[config.mk]
export PLATFORM = sky130hd
export DESIGN_NAME = mc_alu
export DESIGN_NICKNAME = d
export VERILOG_FILES = /design/src/rtl/mc_alu_pkg.sv /design/src/rtl/mc_alu_iter.sv /design/src/rtl/mc_alu.sv
export SDC_FILE = /design/constraint.sdc
export NUM_CORES = 1
export LEC_CHECK = 0
export CAP_MARGIN = 15
export CORE_ASPECT_RATIO = 0.8
export CORE_MARGIN = 8
export CORE_UTILIZATION = 57
export CTS_CLUSTER_DIAMETER = 80
export DETAILED_ROUTE_END_ITERATION = 10
export DONT_BUFFER_PORTS = 1
export PLACE_DENSITY = 0.78
export SETUP_SLACK_MARGIN = 0.05
export SKIP_CTS_REPAIR_TIMING = 1
export SLEW_MARGIN = 10
export SYNTH_ARGS = -nofsm -noshare
export SYNTH_HDL_FRONTEND = slang
export SYNTH_HIERARCHICAL = 1
export SYNTH_SLANG_ARGS = --single-unit
[constraint.sdc]
create_clock -name clk -period 4.17 [get_ports clk]
set_input_delay 0.6255 -clock clk [delete_from_list [all_inputs] [get_ports clk]]
set_output_delay 0.6255 -clock clk [all_outputs]
set_load 0.05 [all_outputs]
[src/rtl/mc_alu_pkg.sv]
// mc_alu_pkg: shared types and encodings for the multi-cycle ALU.
//   blk_e   : basic-op block select (op[3:2])
//   flag_e  : bit positions inside the 4-bit flags word
//   state_e : control FSM states
//   XSHL..XMUL : extended-op encodings (op[1:0] when ext=1)
package mc_alu_pkg;

    typedef enum logic [1:0] {
        ARITH = 2'd0,
        LOGIC = 2'd1,
        SHIFT = 2'd2,
        STRAY = 2'd3
    } blk_e;

    typedef enum logic [1:0] {
        C = 2'd0,
        Z = 2'd1,
        N = 2'd2,
        V = 2'd3
    } flag_e;

    typedef enum logic {
        IDLE = 1'b0,
        RUN  = 1'b1
    } state_e;

    localparam logic [1:0] XSHL = 2'b00;
    localparam logic [1:0] XSHR = 2'b01;
    localparam logic [1:0] XSAR = 2'b10;
    localparam logic [1:0] XMUL = 2'b11;

endpackage

[src/rtl/mc_alu_iter.sv]
// mc_alu_iter: iterative engine for extended ops (multi-bit shifts, multiply).
//   clk, rst_n : clock, async active-low reset
//   load       : capture xop/a/b and the iteration count
//   step       : perform one iteration
//   xop        : extended op (XSHL/XSHR/XSAR/XMUL)
//   a, b       : shift source / multiplicand, shift amount / multiplier
//   last       : the current step is the final one
//   result     : value the accumulator will hold after the current step
//   carry      : carry flag that goes with result
module mc_alu_iter
    import mc_alu_pkg::*;
#(
    parameter int WORD = 16,
    parameter int SHW  = $clog2(WORD)
) (
    input  logic            clk,
    input  logic            rst_n,
    input  logic            load,
    input  logic            step,
    input  logic [1:0]      xop,
    input  logic [WORD-1:0] a,
    input  logic [WORD-1:0] b,
    output logic            last,
    output logic [WORD-1:0] result,
    output logic            carry
);

    // Counter must hold WORD itself for the multiply.
    localparam int CW = SHW + 1;

    logic [1:0]      xop_q;
    logic [CW-1:0]   cnt_q;
    logic [WORD-1:0] hi_q, lo_q, mcand_q;
    logic [WORD-1:0] hi_d, lo_d;
    logic            carry_d;
    logic [WORD:0]   sum;

    // Shifts work on lo alone. The multiply keeps the product in {hi,lo}
    // with the multiplier in lo: add mcand into hi when lo[0] is set, then
    // shift the whole {carry,hi,lo} right by one.
    always_comb begin
        sum     = {1'b0, hi_q} + (lo_q[0] ? {1'b0, mcand_q} : {(WORD+1){1'b0}});
        hi_d    = hi_q;
        lo_d    = lo_q;
        carry_d = 1'b0;
        case (xop_q)
            XSHL: begin
                lo_d    = {lo_q[WORD-2:0], 1'b0};
                carry_d = lo_q[WORD-1];
            end
            XSHR: begin
                lo_d    = {1'b0, lo_q[WORD-1:1]};
                carry_d = lo_q[0];
            end
            XSAR: begin
                lo_d    = {lo_q[WORD-1], lo_q[WORD-1:1]};
                carry_d = lo_q[0];
            end
            default: begin
                hi_d    = sum[WORD:1];
                lo_d    = {sum[0], lo_q[WORD-1:1]};
                carry_d = |sum[WORD:1];
            end
        endcase
    end

    assign last   = (cnt_q == CW'(1));
    assign result = lo_d;
    assign carry  = carry_d;

    always_ff @(posedge clk or negedge rst_n) begin
        if (!rst_n) begin
            xop_q   <= XSHL;
            cnt_q   <= '0;
            hi_q    <= '0;
            lo_q    <= '0;
            mcand_q <= '0;
        end else if (load) begin
            xop_q   <= xop;
            cnt_q   <= (xop == XMUL) ? CW'(WORD) : CW'(b[SHW-1:0]);
            hi_q    <= '0;
            lo_q    <= (xop == XMUL) ? b : a;
            mcand_q <= a;
        end else if (step) begin
            cnt_q <= cnt_q - 1'b1;
            hi_q  <= hi_d;
            lo_q  <= lo_d;
        end
    end

endmodule

[src/rtl/mc_alu.sv]
// mc_alu: multi-cycle ALU for the execute stage.
//   clk, rst_n   : clock, async active-low reset
//   start, ready : request / accept handshake (accepted when start & ready)
//   ext, op, cin : operation select and carry in
//   a, b         : operands (b[SHW-1:0] is the shift amount)
//   done         : one-cycle pulse when res/flags are updated
//   res, flags   : registered result and {V,N,Z,C}
// Basic ops finish on the accept edge; extended ops run in mc_alu_iter.
module mc_alu
    import mc_alu_pkg::*;
#(
    parameter int WORD = 16,
    parameter int SHW  = $clog2(WORD)
) (
    input  logic            clk,
    input  logic            rst_n,
    input  logic            start,
    input  logic            ext,
    input  logic [3:0]      op,
    input  logic            cin,
    input  logic [WORD-1:0] a,
    input  logic [WORD-1:0] b,
    output logic            ready,
    output logic            done,
    output logic [WORD-1:0] res,
    output logic [3:0]      flags
);

    state_e          state_q, state_d;
    logic            load, step, upd_basic, upd_iter;
    logic            zero_shift;
    logic            iter_last, iter_c;
    logic [WORD-1:0] iter_res;
    logic [WORD-1:0] b_op;
    logic            ci;
    logic [WORD:0]   sum;
    logic [WORD-1:0] b_res;
    logic            b_c, b_v;

    // Subtract forms use ~b; the carry in is cin for odd codes, 1 for SUB.
    assign b_op = op[1] ? ~b : b;
    assign ci   = op[0] ? cin : op[1];
    assign sum  = {1'b0, a} + {1'b0, b_op} + {{WORD{1'b0}}, ci};

    // An extended shift of zero places finishes through the basic path.
    assign zero_shift = ext && (op[1:0] != XMUL) && (b[SHW-1:0] == '0);

    always_comb begin
        b_res = '0;
        b_c   = 1'b0;
        b_v   = 1'b0;
        if (ext) begin
            b_res = a;
        end else begin
            case (op[3:2])
                ARITH: begin
                    b_res = sum[WORD-1:0];
                    b_c   = sum[WORD];
                    b_v   = (a[WORD-1] == b_op[WORD-1]) && (sum[WORD-1] != a[WORD-1]);
                end
                LOGIC: begin
                    case (op[1:0])
                        2'b00:   b_res = a & b;
                        2'b01:   b_res = a | b;
                        2'b10:   b_res = a ^ b;
                        default: b_res = a & ~b;
                    endcase
                end
                SHIFT: begin
                    b_res = op[0] ? {a[WORD-1], a[WORD-1:1]} : {cin, a[WORD-1:1]};
                    b_c   = a[0];
                end
                default: begin
                    case (op[1:0])
                        2'b00:   b_res = b;
                        // Rotate by one byte: a plain byte swap at WORD=16.
                        2'b01:   b_res = (a << 8) | (a >> (WORD - 8));
                        2'b10:   b_res = {{(WORD-8){a[7]}}, a[7:0]};
                        default: b_res = ~a;
                    endcase
                end
            endcase
        end
    end

    always_comb begin
        state_d   = state_q;
        load      = 1'b0;
        step      = 1'b0;
        upd_basic = 1'b0;
        upd_iter  = 1'b0;
        case (state_q)
            IDLE: begin
                if (start) begin
                    if (ext && !zero_shift) begin
                        load    = 1'b1;
                        state_d = RUN;
                    end else begin
                        upd_basic = 1'b1;
                    end
                end
            end
            default: begin
                step = 1'b1;
                if (iter_last) begin
                    upd_iter = 1'b1;
                    state_d  = IDLE;
                end
            end
        endcase
    end

    assign ready = (state_q == IDLE);

    always_ff @(posedge clk or negedge rst_n) begin
        if (!rst_n) state_q <= IDLE;
        else        state_q <= state_d;
    end

    always_ff @(posedge clk or negedge rst_n) begin
        if (!rst_n) begin
            done  <= 1'b0;
            res   <= '0;
            flags <= '0;
        end else begin
            done <= upd_basic | upd_iter;
            if (upd_basic) begin
                res      <= b_res;
                flags[C] <= b_c;
                flags[Z] <= (b_res == '0);
                flags[N] <= b_res[WORD-1];
                flags[V] <= b_v;
            end else if (upd_iter) begin
                res      <= iter_res;
                flags[C] <= iter_c;
                flags[Z] <= (iter_res == '0);
                flags[N] <= iter_res[WORD-1];
                flags[V] <= 1'b0;
            end
        end
    end

    mc_alu_iter #(
        .WORD (WORD),
        .SHW  (SHW)
    ) u_iter (
        .clk    (clk),
        .rst_n  (rst_n),
        .load   (load),
        .step   (step),
        .xop    (op[1:0]),
        .a      (a),
        .b      (b),
        .last   (iter_last),
        .result (iter_res),
        .carry  (iter_c)
    );

endmodule

==> run metrics, run 1 <==
first-pass GRT wire length=about 37 mm; final slew viol count=0; power share of the clock group=a little under a fifth; worst path cell trace=inv_1 > ha_1 > a21o_1 > fa_1 > fa_1 > a211oi_1 > o21a_1 > o21ai_1 > nor3b_1 > or2_1 > a31o_2 > a211oi_1 > o32ai_1; Synth Area per Inst=around 8.5 um^2; Layout Skew=0.00964 ns; drt total wl=about 24 mm; Worst-Margin Slew=between 1 and 1.5 ns; Synth area leader=dfrtp_1; CTS sink count=76; CTS tree=built; r2r worst-path depth=13; top post-synthesis cells by count=dfrtp_1 (76), nand2_1 (76), ha_1 (73), a21oi_1 (71), o21ai_0 (66); fin nets=around 980; Mapped Area=approximately 7600 um^2; Yosys top cell area share=between 20% and 30%; Remaining DRCs=0; Switch Pwr=roughly 2.1 mW; vias in the first global route=around 6600; dpl hpwl=approximately 18 mm; sequential area share after synthesis=between 20 and 30%; Wirelength per Cell=around 23 um; Sw Share=45.9%; Required @ worst endpoint=roughly 4.4 ns; Final period util=a little over four fifths; Starting Density=between 50% and 60%; Post-Layout Cell Count=about 1000; crit-path max cell delay=roughly 0.46 ns; router iterations before antenna repair=6; Hold WC Path Type=input port to async pin; CTS root buf=clkbuf_16; yosys warns=6; Yosys reg bits=76; Synth async-reset ratio=between 90% and 100%; # diodes=0; internal power=around 2.5 mW; syn nets=about 1000; core area=12900 um^2; Pwr Density=approximately 570 nW/um^2; area grow syn2layout=6.01%; gpl congestion=1.07; Netlist cell types=81; via count=about 7100; kind of critical path=input port to flip-flop; unrepaired setup endpoints after global routing=no; die area=17200 um^2; CTS max path bufs=2; worst-skew pair later-pin latency=about 0.35 ns; Max IR drop VDD=roughly 340 uV; IO Port Bufs=0; die width=about 140 um; EDFF count, synth=0; clock buffer count from CTS=9; WP data arrival=3.69 ns; status=complete, no violations; count of mapped cells out of synthesis=about 890; Routed Antenna Nets=0; num rows=37; Chip Height=about 120 um; grt total ovfl=0; H-tree levels=3; largest net degree at the start of global routing=77; # IOs=63; layout cell share with drive strength beyond 1=under 10%; tightest slew margin relative to the limit=25.3%; Worst Setup Start Kind=input port; Hold Fails Final Rpt=0; Layout fillers=1105; logic gate share of total power=approximately 45%; total negative setup slack=0 ns; Worst path slowest cell=fa_1; max_cap viols=0; initial antenna violation count=0; prevailing post-synth register cell=dfrtp_1; dpl cells=between 1000 and 1500; Tmin final=between 3 and 4 ns; CP endpoint kind=flip-flop; CP max FO=7; DR iter-0 viols=930; clk slew on worst S/H paths=roughly 0.06 ns; leakage=3.67 nW; Via density=roughly 6.8; Total Routing Usage GR=between 20% and 30%; Max Clk Rate=roughly 290 MHz; sequential power share=about 36%; endpoints failing setup=0; synth top area cells=dfrtp_1 (25%), ha_1 (12%), mux2_2 (5.5%)
[per-layer routing]
layer | vias to the layer above | global-route usage (%) | share of wire [%]
met5 | - | 0 | 0
met4 | 0 | 9.73 | 2.7
met3 | 53 | 12.2 | 14
met2 | 410 | 38.4 | 41
met1 | 3337 | 37.4 | 42
li1 | 3278 | - | -
[sequential cells by signal, summed over array words and instances, names as in the netlist]
register	flops
u_iter/hi_q	16
u_iter/cnt_q	5
state_q	1
res	15
u_iter/lo_q	16
u_iter/mcand_q	16
u_iter/xop_q	2
flags	4
done	1
[power by group through the flow]
stage | registers, mW | clock network, mW | logic, mW
finish | 1.64 | 0.867 | 2.05
global route | 1.68 | 0.915 | 2.24
CTS | 1.64 | 0.885 | 1.99
detailed placement | 1.65 | 0 | 1.96
global placement | 1.63 | 0 | 1.92
floorplan | 1.55 | 0 | 1.61
[critical path: cells and delay by family]
family,cells,cell delay [ns]
adder cells (fa/ha/maj),3,1.08
AO/OA/AOI/OAI,7,1.53
buffers and inverters,1,0.03
AND/OR/NAND/NOR,2,0.42
[path summary, 6_finish.rpt]
check                      slack (ns)           endpoint         startpoint
max in group asynchronous        3.68            res[14]              rst_n
min                              0.14     u_iter/hi_q[7]              rst_n
min reg2reg                      0.50  u_iter/mcand_q[2]  u_iter/mcand_q[2]
min in group clk                 0.43  u_iter/mcand_q[2]               a[2]
max reg2reg                      0.70           flags[0]     u_iter/lo_q[0]
max                              0.70           flags[0]              op[0]
[final cells by class]
class / instances / area, um^2 / area share, %
Timing Repair Buffer: 11 / 103 / 1.28
Clock inverter: 7 / 105 / 1.31
Multi-Input combinational cell: 711 / 5240 / 65.4
Clock buffer: 9 / 225 / 2.81
Inverter: 58 / 218 / 2.72
Sequential cell: 76 / 1900 / 23.7
Tap cell: 175 / 219 / 2.73
[metrics by stage]
step / setup WS, ns / cell area (um^2) / util (%) / total power [mW] / hold slack (ns)
floorplan: 0.124 / 7560 / - / 3.16 / 0.330
global placement: 0.518 / 7660 / 59.3 / 3.55 / 0.332
detailed placement: 0.456 / 7660 / 59.3 / 3.61 / 0.332
CTS: 0.753 / 7990 / 61.8 / 4.51 / -0.0449
global route: 0.397 / 8010 / 62.0 / 4.84 / 0.184
finish: 0.698 / 8010 / 62.0 / 4.55 / 0.137
[layout by cell type, fill, tap and decap left out, types with 20 or more instances in the layout]
master / netlist / layout
nor2_1: 40 / 40
inv_1: 55 / 55
nand2_1: 76 / 76
a21oi_1: 71 / 71
o21ai_0: 66 / 66
o211ai_1: 20 / 20
ha_1: 73 / 73
xor2_1: 23 / 23
mux2i_1: 25 / 25
dfrtp_1: 76 / 76
and2_1: 22 / 22
mux2_2: 37 / 37
[kinds of logic (layout without fill, tap and decap cells)]
logic type | count (synthesis) | count (layout) | synth area share (%)
AO/OA/AOI/OAI | 302 | 302 | 27.5
XOR/XNOR | 33 | 33 | 3.82
adder cells (fa/ha/maj) | 76 | 76 | 12.9
buffers and inverters | 106 | 85 | 5.59
flip-flops | 76 | 76 | 25.2
multiplexers | 64 | 64 | 9.17
AND/OR/NAND/NOR | 236 | 236 | 15.9
No activity file was read; power rests on OpenSTA's default activity.
==> run 2, diff against run 1 <==
- clock period: 4.17 -> 3.2 ns (I/O delays scaled with it)
==> run metrics, run 2 (synthesis gave the netlist of run 1 again) <==
status=finished with violations; failing checks=hold timing; worst path cell trace=buf_6 > nand2_2 > inv_1 > ha_1 > a21o_1 > a211oi_4 > buf_4 > xnor2_1 > a211oi_2 > o2111ai_2 > nor4_2 > a21oi_1 > o21ai_1 > buf_4 > o32ai_2; Routed Antenna Nets=0 (unchanged); Max Clk Rate=roughly 320 MHz; die area=17200 um^2 (unchanged); initial antenna violation count=1 (+1); Wirelength per Cell=23.1 um (+0.74%); fin nets=1040 (+5.7%); Max IR drop VDD=536 uV (+57%); R2R Setup Slk=0.05 ns (-0.65 ns); area grow syn2layout=13.4%; Placement Setup Slack=-0.124 ns (-0.581 ns); Min Hold Slack=-0.00444 ns (-0.141 ns); crit-path max cell delay=0.45 ns (about the same); Layout Skew=0.00934 ns (-0.000300 ns); die width=145 um (unchanged); CP max FO=6 (-1); CTS tree=built; CTS max path bufs=2 (unchanged); final slew viol count=0 (unchanged); dpl hpwl=19.0 mm (+7.8%); via count=7319 (+3.4%); worst path bufs/invs=4 (+3); Pwr Density=715 nW/um^2 (+26%); gpl congestion=1.01 (-5.0%); Total Routing Usage GR=29.3% (+1.5 points); Overall Power=6.12 mW (+35%); worst-skew pair later-pin latency=0.35 ns (about the same); clk slew on worst S/H paths=0.06 ns (about the same); Required @ worst endpoint=3.42 ns (-0.97 ns); # IOs=63 (unchanged); core area=12900 um^2 (unchanged); Layout fillers=1056 (-4.4%); r2r endpoint=flags[0]; Remaining DRCs=0 (unchanged); leakage=3.94 nW (+7.1%); grt total ovfl=0 (unchanged); Crit path max-delay family=compound AO/OA/AOI/OAI gates; kind of critical path=flip-flop to flip-flop; WP data arrival=3.37 ns (-0.32 ns); M1 GR Usage=43.1% (+5.7 points); num rows=37 (unchanged); vias in the first global route=6743 (+1.8%); drt total wl=25.4 mm (+6.1%); DR iter-0 viols=926 (-0.43%); Worst Setup Start Kind=flip-flop; layout cell share with drive strength beyond 1=18.2% (+8.6 points); biggest regs=u_iter/hi_q: 16 flops, u_iter/lo_q: 16 flops, u_iter/mcand_q: 16 flops; grt met2 use=39.7% (+1.3 points); H-tree levels=3 (unchanged); largest net degree at the start of global routing=77 (unchanged); Worst-Margin Slew=0.996 ns (-0.122 ns); r2r worst-path depth=15 (+2); Chip Height=119 um (unchanged); GR Util met3=8.78% (-3.4 points); Worst path slowest cell=dfrtp_2; Hold WC Path Type=input port to async pin; Worst Setup SP=u_iter/lo_q[0]; endpoints failing setup=0 (unchanged); Tmin final=approximately 3.1 ns; GRT Max-Usage Layer=met1; # diodes=0 (unchanged); tightest slew margin relative to the limit=33.4% (+8.1 points); CP Capture Point=flags[0]; PnR worst setup slack=0.0524 ns (-0.645 ns); Via density=6.64 (-1.8%); commonest non-fill, non-tap cells in the layout=nand2_1 (75), dfrtp_1 (75), a21oi_1 (70); max_cap viols=0 (unchanged); most used cell, CP=buf_4; unrepaired setup endpoints after global routing=no; CTS root buf=clkbuf_16; CP endpoint kind=flip-flop; router iterations before antenna repair=5 (-1); Hold Fails Final Rpt=1 (+1); first-pass GRT wire length=39.2 mm (+4.8%); clock buffer count from CTS=9 (unchanged); CP Depth=15 (+2); Final period util=between 90 and 100%; CTS sink count=76 (unchanged); IO Port Bufs=0 (unchanged); FF-to-FF Start=u_iter/lo_q[0]; Starting Density=58.5% (unchanged)
==> run 2: cell count changes in the layout (fill, tap and decap cells not counted), moves of 4 or more <==
cell | before | now
ha_1 | 73 | 68
o21ai_1 | 4 | 9
buf_4 | 10 | 64
o21ai_0 | 66 | 61
a211oi_1 | 16 | 12
==> run 2: worst register-to-register path, stage by stage, from the launching register on <==
cell	delay, ns
dfrtp_2	0.45
buf_6	0.15
nand2_2	0.07
inv_1	0.04
ha_1	0.26
a21o_1	0.21
a211oi_4	0.41
buf_4	0.18
xnor2_1	0.08
a211oi_2	0.25
o2111ai_2	0.19
nor4_2	0.22
a21oi_1	0.14
o21ai_1	0.15
buf_4	0.14
o32ai_2	0.07
==> run 2: layout make-up <==
| cell class | count | area, um^2 | share of cell area [%] |
|---|---|---|---|
| Multi-Input combinational cell | 711 | 5400 | 63.0 |
| Sequential cell | 76 | 1900 | 22.2 |
| Timing Repair Buffer | 67 | 539 | 6.29 |
| Inverter | 58 | 230 | 2.69 |
| Clock buffer | 9 | 225 | 2.63 |
| Tap cell | 175 | 219 | 2.56 |
| Clock inverter | 7 | 57.6 | 0.672 |
==> run 2: how the worst min path moves through the flow <==
stage	from	end	cells after the start
finish	rst_n	u_iter/hi_q[6]	1
global placement	rst_n	u_iter/hi_q[4]	0
floorplan	rst_n	done	0
global route	rst_n	u_iter/hi_q[5]	1
detailed placement	rst_n	u_iter/hi_q[5]	0
CTS	rst_n	u_iter/hi_q[13]	0
==> run 2: per-layer routing <==
layer	up-vias	routed length (um)
met2	437	10500
met3	41	3150
met1	3454	11300
met4	2	476
met5	-	12
li1	3385	-
==> run 2: metrics by stage <==
step	utilization [%]	hold WS, ns	TNS, ns	cell area (um^2)	instances
after floorplan	-	0.184	-0.766	7640	893
after global placement	62.7	0.188	-0.0898	8100	1080
after detailed placement	62.7	0.188	-0.211	8100	1080
after CTS	64.9	-0.185	-0.0557	8390	1096
after global routing	66.3	0.0482	0	8570	1103
final	66.3	-0.00444	0	8570	1103
==> run 2: power breakdown <==
part / leakage [nW] / switching (mW) / internal (mW)
Combinational: 2.85 / 1.64 / 1.36
Clock: 0.135 / 0.444 / 0.537
Sequential: 0.953 / 0.755 / 1.39
==> run 3, diff against run 2 <==
- SLEW_MARGIN: 10 -> 25
==> results of run 3 <==
The final DEF is identical to that of run 2; final timing and power are the same.
